### src/rtl/datapath_sequencer_if.sv
// rtl/datapath_sequencer_if.sv - instruction handshake and bank/ALU bus of the datapath sequencer
// master is the sequencer side; slave is the surrounding datapath / instruction source.
interface datapath_sequencer_if;
   logic [15:0] instr;
   logic        instr_valid;
   logic        instr_ready;
   logic [4:0]  end_reg_a;
   logic [4:0]  end_reg_b;
   logic [4:0]  end_reg_c;
   logic        bank_rw;
   logic [15:0] dado_banco;
   logic [4:0]  codop;
   logic [15:0] imm;
   logic [15:0] alu_result;
   logic        busy;
   logic        done;
   logic        illegal;
   logic [15:0] instr_count;

   modport master (
      input  instr, instr_valid, alu_result,
      output instr_ready, end_reg_a, end_reg_b, end_reg_c, bank_rw, dado_banco,
             codop, imm, busy, done, illegal, instr_count
   );

   modport slave (
      output instr, instr_valid, alu_result,
      input  instr_ready, end_reg_a, end_reg_b, end_reg_c, bank_rw, dado_banco,
             codop, imm, busy, done, illegal, instr_count
   );
endinterface

### src/rtl/datapath_sequencer.sv
// rtl/datapath_sequencer.sv - one-instruction-at-a-time controller for register bank and ALU
// Accepts an instruction in IDLE, waits out the ALU latency, then issues one write-back strobe.
module datapath_sequencer #(
   parameter int ALU_LATENCY = 2,
   parameter int OP_MAX      = 10,
   parameter int IMM_OP_MIN  = 6
) (
   input  logic                 CLOCK_50,
   input  logic                 RESET_N,
   datapath_sequencer_if.master bus
);
   typedef enum logic [1:0] {S_IDLE, S_READ, S_EXEC, S_WRITE} state_t;

   localparam logic [4:0] LP_OP_MAX  = 5'(OP_MAX);
   localparam logic [4:0] LP_IMM_MIN = 5'(IMM_OP_MIN);
   localparam logic [3:0] LP_WAIT    = 4'(ALU_LATENCY - 1);

   state_t      r_state;
   logic        r_ready;
   logic        r_busy;
   logic        r_done;
   logic        r_bank_rw;
   logic        r_illegal;
   logic [4:0]  r_reg_a;
   logic [4:0]  r_reg_b;
   logic [4:0]  r_reg_c;
   logic [4:0]  r_codop;
   logic [15:0] r_imm;
   logic [15:0] r_dado;
   logic [15:0] r_instr_count;
   logic [3:0]  r_wait;

   logic [4:0]  w_op;
   logic        w_legal;
   logic        w_is_imm;

   assign w_op     = {1'b0, bus.instr[15:12]};
   assign w_legal  = (w_op <= LP_OP_MAX);
   assign w_is_imm = (w_op >= LP_IMM_MIN);

   always_ff @(posedge CLOCK_50 or negedge RESET_N) begin
      if (!RESET_N) begin
         r_state       <= S_IDLE;
         r_ready       <= 1'b1;
         r_busy        <= 1'b0;
         r_done        <= 1'b0;
         r_bank_rw     <= 1'b0;
         r_illegal     <= 1'b0;
         r_reg_a       <= 5'd0;
         r_reg_b       <= 5'd0;
         r_reg_c       <= 5'd0;
         r_codop       <= 5'd0;
         r_imm         <= 16'd0;
         r_dado        <= 16'd0;
         r_instr_count <= 16'd0;
         r_wait        <= 4'd0;
      end else begin
         r_done    <= 1'b0;
         r_bank_rw <= 1'b0;
         r_illegal <= 1'b0;
         case (r_state)
            S_IDLE: begin
               if (bus.instr_valid) begin
                  if (w_legal) begin
                     r_reg_c <= {1'b0, bus.instr[11:8]};
                     r_reg_b <= {1'b0, bus.instr[3:0]};
                     // Immediate format reuses the ra field as imm4, so port A is parked at 0.
                     r_reg_a <= w_is_imm ? 5'd0 : {1'b0, bus.instr[7:4]};
                     r_imm   <= w_is_imm ? {12'd0, bus.instr[7:4]} : 16'd0;
                     r_codop <= w_op;
                     r_ready <= 1'b0;
                     r_busy  <= 1'b1;
                     r_state <= S_READ;
                  end else begin
                     r_illegal <= 1'b1;
                  end
               end
            end
            S_READ: begin
               r_wait  <= LP_WAIT;
               r_state <= S_EXEC;
            end
            S_EXEC: begin
               if (r_wait == 4'd0) begin
                  r_dado    <= bus.alu_result;
                  r_bank_rw <= 1'b1;
                  r_done    <= 1'b1;
                  r_state   <= S_WRITE;
               end else begin
                  r_wait <= r_wait - 4'd1;
               end
            end
            S_WRITE: begin
               r_instr_count <= r_instr_count + 16'd1;
               r_ready       <= 1'b1;
               r_busy        <= 1'b0;
               r_state       <= S_IDLE;
            end
            default: r_state <= S_IDLE;
         endcase
      end
   end

   assign bus.instr_ready = r_ready;
   assign bus.busy        = r_busy;
   assign bus.done        = r_done;
   assign bus.bank_rw     = r_bank_rw;
   assign bus.illegal     = r_illegal;
   assign bus.end_reg_a   = r_reg_a;
   assign bus.end_reg_b   = r_reg_b;
   assign bus.end_reg_c   = r_reg_c;
   assign bus.codop       = r_codop;
   assign bus.imm         = r_imm;
   assign bus.dado_banco  = r_dado;
   assign bus.instr_count = r_instr_count;
endmodule

### src/flat_wrapper.sv
// flat-port wrapper written by rule: the top's interface ports become plain ports
module datapath_sequencer_flat 
#(
   parameter int ALU_LATENCY = 2,
   parameter int OP_MAX      = 10,
   parameter int IMM_OP_MIN  = 6
)
  (CLOCK_50, RESET_N, bus_instr, bus_instr_valid, bus_alu_result, bus_instr_ready, bus_end_reg_a, bus_end_reg_b, bus_end_reg_c, bus_bank_rw, bus_dado_banco, bus_codop, bus_imm, bus_busy, bus_done, bus_illegal, bus_instr_count);
  datapath_sequencer_if bus_i ();
  input  logic CLOCK_50;
  input  logic RESET_N;
  input wire logic [$bits(bus_i.instr)-1:0] bus_instr;
  input wire logic [$bits(bus_i.instr_valid)-1:0] bus_instr_valid;
  input wire logic [$bits(bus_i.alu_result)-1:0] bus_alu_result;
  output wire logic [$bits(bus_i.instr_ready)-1:0] bus_instr_ready;
  output wire logic [$bits(bus_i.end_reg_a)-1:0] bus_end_reg_a;
  output wire logic [$bits(bus_i.end_reg_b)-1:0] bus_end_reg_b;
  output wire logic [$bits(bus_i.end_reg_c)-1:0] bus_end_reg_c;
  output wire logic [$bits(bus_i.bank_rw)-1:0] bus_bank_rw;
  output wire logic [$bits(bus_i.dado_banco)-1:0] bus_dado_banco;
  output wire logic [$bits(bus_i.codop)-1:0] bus_codop;
  output wire logic [$bits(bus_i.imm)-1:0] bus_imm;
  output wire logic [$bits(bus_i.busy)-1:0] bus_busy;
  output wire logic [$bits(bus_i.done)-1:0] bus_done;
  output wire logic [$bits(bus_i.illegal)-1:0] bus_illegal;
  output wire logic [$bits(bus_i.instr_count)-1:0] bus_instr_count;
  assign bus_i.instr = bus_instr;
  assign bus_i.instr_valid = bus_instr_valid;
  assign bus_i.alu_result = bus_alu_result;
  assign bus_instr_ready = bus_i.instr_ready;
  assign bus_end_reg_a = bus_i.end_reg_a;
  assign bus_end_reg_b = bus_i.end_reg_b;
  assign bus_end_reg_c = bus_i.end_reg_c;
  assign bus_bank_rw = bus_i.bank_rw;
  assign bus_dado_banco = bus_i.dado_banco;
  assign bus_codop = bus_i.codop;
  assign bus_imm = bus_i.imm;
  assign bus_busy = bus_i.busy;
  assign bus_done = bus_i.done;
  assign bus_illegal = bus_i.illegal;
  assign bus_instr_count = bus_i.instr_count;
  datapath_sequencer #(.ALU_LATENCY(ALU_LATENCY), .OP_MAX(OP_MAX), .IMM_OP_MIN(IMM_OP_MIN)) u_core (.CLOCK_50(CLOCK_50), .RESET_N(RESET_N), .bus(bus_i));
endmodule
### config.mk
export PLATFORM = sky130hd
export DESIGN_NAME = datapath_sequencer_flat
export DESIGN_NICKNAME = d
export VERILOG_FILES = /design/src/rtl/datapath_sequencer_if.sv /design/src/rtl/datapath_sequencer.sv /design/src/flat_wrapper.sv
export SDC_FILE = /design/constraint.sdc
export NUM_CORES = 1
export LEC_CHECK = 0
export CORE_UTILIZATION = 47
export DETAILED_ROUTE_END_ITERATION = 7
export PLACE_DENSITY_LB_ADDON = 0.25
export SLEW_MARGIN = 20
export SYNTH_ARGS = -nofsm -noshare
export SYNTH_HDL_FRONTEND = slang
export SYNTH_SLANG_ARGS = --single-unit
### constraint.sdc
create_clock -name CLOCK_50 -period 2.8 [get_ports CLOCK_50]
set_input_delay 0.56 -clock CLOCK_50 [delete_from_list [all_inputs] [get_ports CLOCK_50]]
set_output_delay 0.56 -clock CLOCK_50 [all_outputs]
set_load 0.02 [all_outputs]
**Word level (Yosys, flattened, before mapping)**

Cells that the tools add are included.

- Bits in registers: 75
- Logic and storage cells: 52
- Output and inout port bits: 73
- Input bits: 35

- Equality and inequality tests: 7
- Add/sub/neg operators: 2
- Muxes and demuxes: 19
- Order comparisons: 2
- Reduce and logical (&&, ||, !) cells: 9

Operators with widths:

| operator | count |
|---|---|
| adder 16 x 1 -> 16 bit, second input constant | 1 |
| two-way mux 4 bit | 3 |
| two-way mux 1 bit | 9 |
| AND reduction 3 bit | 3 |
| one-hot mux 2 bit (4 select lines) | 1 |
| one-hot mux 4 bit (2 select lines) | 1 |
| two-way mux 2 bit | 3 |
| == test 2 bit, second input constant | 2 |
| greater-or-equal comparator 4 x 3 -> 1 bit, second input constant | 1 |
| less-or-equal comparator 4 bit, second input constant | 1 |
| zero test 4 bit | 1 |
| != test 2 x 1 -> 1 bit, second input constant | 2 |
| != test 2 bit, second input constant | 2 |
| one-hot mux 1 bit (2 select lines) | 2 |
| AND reduction 2 bit | 2 |
| nonzero test 2 bit | 2 |
| subtractor 4 x 1 -> 4 bit, second input constant | 1 |
| == test 2 x 1 -> 1 bit, second input constant | 1 |
| zero test 2 bit | 1 |

**Depth between registers and ports, before layout**

- Depth after elaboration: 4
- Mapped depth: 8
- Gate-level depth less buffers: 6

**Least setup slack after synthesis**

No wires, ideal clock.

- Kind: register to register
- Start: register u_core.r_state[0]
- End: register u_core.r_dado[0] (netlist: u_core.bus.dado_banco[0])
- Slack: 1119 ps
- Required time: 2673 ps
- Clock period less this slack: 1681 ps
- Buffers on the path: 2
- Cell stages (with the launch flop): 7
- Library setup time: 127 ps
- Data arrival time: 1554 ps
- Path through: dfrtp_1 -> inv_1 -> ha_1 -> nor3b_1 -> buf_4 -> buf_6 -> mux2_1

- Longest elaborated chain between the ends: 2

RTL lines:

| item | line | text |
|---|---|---|
| from (decl) | datapath_sequencer.sv:18 | `state_t r_state;` |
| from (signal assigned) | datapath_sequencer.sv:43 | `r_state <= S_IDLE;` |
| from (signal assigned) | datapath_sequencer.sv:73 | `r_state <= S_READ;` |
| from (signal assigned) | datapath_sequencer.sv:81 | `r_state <= S_EXEC;` |
| == test 2 bit | datapath_sequencer.sv:61 | `case (r_state)` |
| AND reduction 2 bit (no line) | n/a |  |
| to (signal assigned) | datapath_sequencer.sv:85 | `r_dado <= bus.alu_result;` |
| to (decl) | datapath_sequencer.sv:29 | `logic [15:0] r_dado;` |

Every way passes these cells.
A chain may end at the register's enable or synchronous reset.

**Worst setup path after layout**

- Start: register u_core.r_ready (netlist: u_core.bus.instr_ready)
- End: output port bus_instr_ready

RTL lines:

| item | line | text |
|---|---|---|
| from (decl) | datapath_sequencer.sv:19 | `logic r_ready;` |
| from (signal assigned) | datapath_sequencer.sv:44 | `r_ready <= 1'b1;` |
| from (signal assigned) | datapath_sequencer.sv:71 | `r_ready <= 1'b0;` |
| from (signal assigned) | datapath_sequencer.sv:95 | `r_ready <= 1'b1;` |
| to (decl) | flat_wrapper.sv:15 | `output wire logic [$bits(bus_i.instr_ready)-1:0] bus_instr_ready;` |

No word-level cell between the ends.

==> out/metrics.yaml <==
finish:
  final_cell_area_mm2: 0.00387
  nFillCells: 454
  diodes: 0
  stdcell_count: 405
  finalCoreUtilization_pct: 69.5
  nNetsFinal: 370
  area_growth_pct: 41.1
  drive_gt1_share_pct: 14.1
sta:
  setup_ws_ps: 787
  maxSlewViolCount: 0
  hold_viol: 0
  slew_headroom_pct: 64.2
  period_share_pct: 71.9
  clock_skew_ps: 10.3
  whs_ps: 213
  setup-violations-final: 0
  tightest_slew_ps: 534
  rsz0062_at_grt: "no"
  min_period_ps: 2010
  max_freq_ghz: 0.497
  finalSetupTns_ps: 0
setup_path:
  end_kind: "output port"
  slowest_delay_ps: 600
  worstSetupPathType: "reg -> out"
  cp_max_fo: 2
  critPathLaunchType: "flop"
  required_ps: 2240
  arrival_ps: 1450
  crit_family: "buffers and inverters"
  path_cells: "clkdlybuf4s50_1"
  critPathBufInv: 1
  r2r_cells: 5
  cp.depth: 1
  critPathSlowestCell: "clkdlybuf4s50_1"
floorplan:
  rows: 27
  core_mm2: 0.00557
  pin_count: 108
  die_y_um: 78.4
  die_area_mm2: 0.00615
  die_w_um: 78.4
  initial_core_util_pct: 49.2
pwr:
  finalPower_mw: 4.09
  power_density_mw_per_mm2: 1060
  peakVddDrop_uv: 593
  power.leakage_nw: 1.70
clocking:
  cts_resized: 0
  cts_buffers: 9
  cts_setup_buffers: 0
  clock_latency_ps: 320
  clk_pin_slew_ps: 70
  hold_buffers: 0
  cts_tree: "done"
  cts.path.max_buffers: 2
  cts_htree_levels: 3
  cts.sinks: 62
  root_buffer: "clkbuf_8"
placement:
  gp_congestion: 0.807
  place_area_mm2: 0.00369
  place_hpwl_um: 3820
  post-place-cells: 389
  numPortBuffers: 91
  dp_slack_ps: 635
global_routing:
  track_usage_pct: 18.8
  grt_max_degree: 41
  grt_pass1_vias: 1876
  grt_antenna_before_repair: 0
  grt_pass1_wl_um: 8820
  overflow: 0
yosys:
  ys.flop_type: "dfrtp_1"
  synth_async_sr_flop_share_pct: 100
  synth-seq-area-share_pct: 56.6
  synthTopCellsByCount: "61 x dfrtp_1, 31 x nand2_1, 22 x mux2_2"
  yosysMostFrequentCell: "dfrtp_1"
  syn_area_mm2: 0.00275
  syn_avg_cell_area_um2: 12.0
  yosysTopAreaCellShare_pct: 55.6
  synth-edff-count: 0
  synth_cells: 229
  synth-seq-cells: 62
  synth_cell_types: 34
  yosysTopAreaCell: "dfrtp_1"
  ys_warn_count: 0
  yosys-top-cells-area: "dfrtp_1 56%, mux2_2 9.0%, buf_4 5.2%"
routing:
  via_count: 1913
  drc: 0
  post_drt_wl_per_cell_um: 12.6
  drtAntennaViolNets: 0
  vias_per_cell: 4.72
  routed_wl_um: 5120
  drtPass1Iterations: 4
  drt_iter0_markers: 39
hold_path:
  hold_class: "in -> async"
run:
  cap_viol_max_count: 0
outcome:
  status: "finished clean"
path summary, 6_finish.rpt:
check | slack (ps) | start | end
max reg2reg | 800 | u_core.r_state[0] | u_core.bus.dado_banco[4]
max in group asynchronous | 1930 | RESET_N | u_core.bus.instr_ready
min | 210 | RESET_N | u_core.bus.dado_banco[9]
min in group CLOCK_50 | 460 | u_core.bus.instr_count[15] | u_core.bus.instr_count[15]
max | 790 | u_core.bus.instr_ready | bus_instr_ready
min reg2reg | 460 | u_core.bus.instr_count[15] | u_core.bus.instr_count[15]
cells in the final DEF, fill, tap and decap left out:
master,Yosys,final
inv_1,9,9
nand2_1,31,31
nand3_1,4,4
o21ai_1,1,1
or4_1,1,1
o21ai_0,14,14
dfstp_2,1,1
o21a_1,1,1
ha_1,7,7
clkbuf_1,0,2
clkinv_2,0,4
buf_4,19,1
o221ai_1,1,1
buf_2,1,1
xnor2_1,11,11
a22oi_1,1,1
xor2_1,4,4
nor3b_2,0,1
dfrtp_1,61,61
mux2_1,7,7
bufinv_16,0,1
nor3_2,2,2
nand4_2,1,1
or2_4,1,1
a21oi_1,2,2
conb_1,1,16
mux2_2,22,22
nand4_1,5,5
clkdlybuf4s50_1,0,90
clkbuf_8,0,9
nand2b_1,2,2
nor2_1,8,8
and2_1,3,3
o31a_1,1,1
a2bb2oi_1,1,1
buf_12,0,2
o31ai_1,2,2
nand3b_1,1,1
o21ai_4,1,1
final cells by class:
type / count / area, um2 / share of cell area (%)
clock buffers: 11 / 131 / 3.39
well taps: 72 / 90.1 / 2.33
inverters: 9 / 33.8 / 0.872
multi-input cells: 152 / 1060 / 27.4
flip-flops and latches: 62 / 1550 / 40.1
repair buffers: 94 / 953 / 24.6
clock inverters: 5 / 50.0 / 1.29
layer usage:
metal	track usage, %	part of all wire [%]
met5	0	0
met1	25.2	45
met3	6.28	6.3
met4	7.41	1.3
met2	28.0	47
cells by family (layout without fill, tap and decap cells):
family,count (synthesis),in the layout,share of synthesized area [%]
muxes,29,29,11.9
buffers and inverters,30,119,7.02
DFF,62,62,56.6
other,1,16,0.137
AOI/OAI and AO/OA,25,25,5.74
xor gates and xnor gates,15,15,4.79
and+or+nand+nor,60,60,10.7
adders and majority gates,7,7,3.19
registers in the layout (all words and copies together) (netlist names):
name,cells
u_core.bus.illegal,1
u_core.r_wait,4
u_core.bus.instr_ready,1
u_core.r_state,2
u_core.bus.bank_rw,1
u_core.bus.end_reg_b,4
u_core.bus.imm,4
u_core.bus.busy,1
u_core.bus.dado_banco,16
u_core.bus.instr_count,16
u_core.bus.codop,4
u_core.bus.end_reg_a,4
u_core.bus.end_reg_c,4
power by group:
group	switching, mW	total (mW)	internal [mW]
logic	0.901	1.87	0.965
clock network	0.325	0.731	0.406
registers	0.234	1.49	1.26
total	1.46	4.09	2.63
No activity file was read; power rests on OpenSTA's default activity.
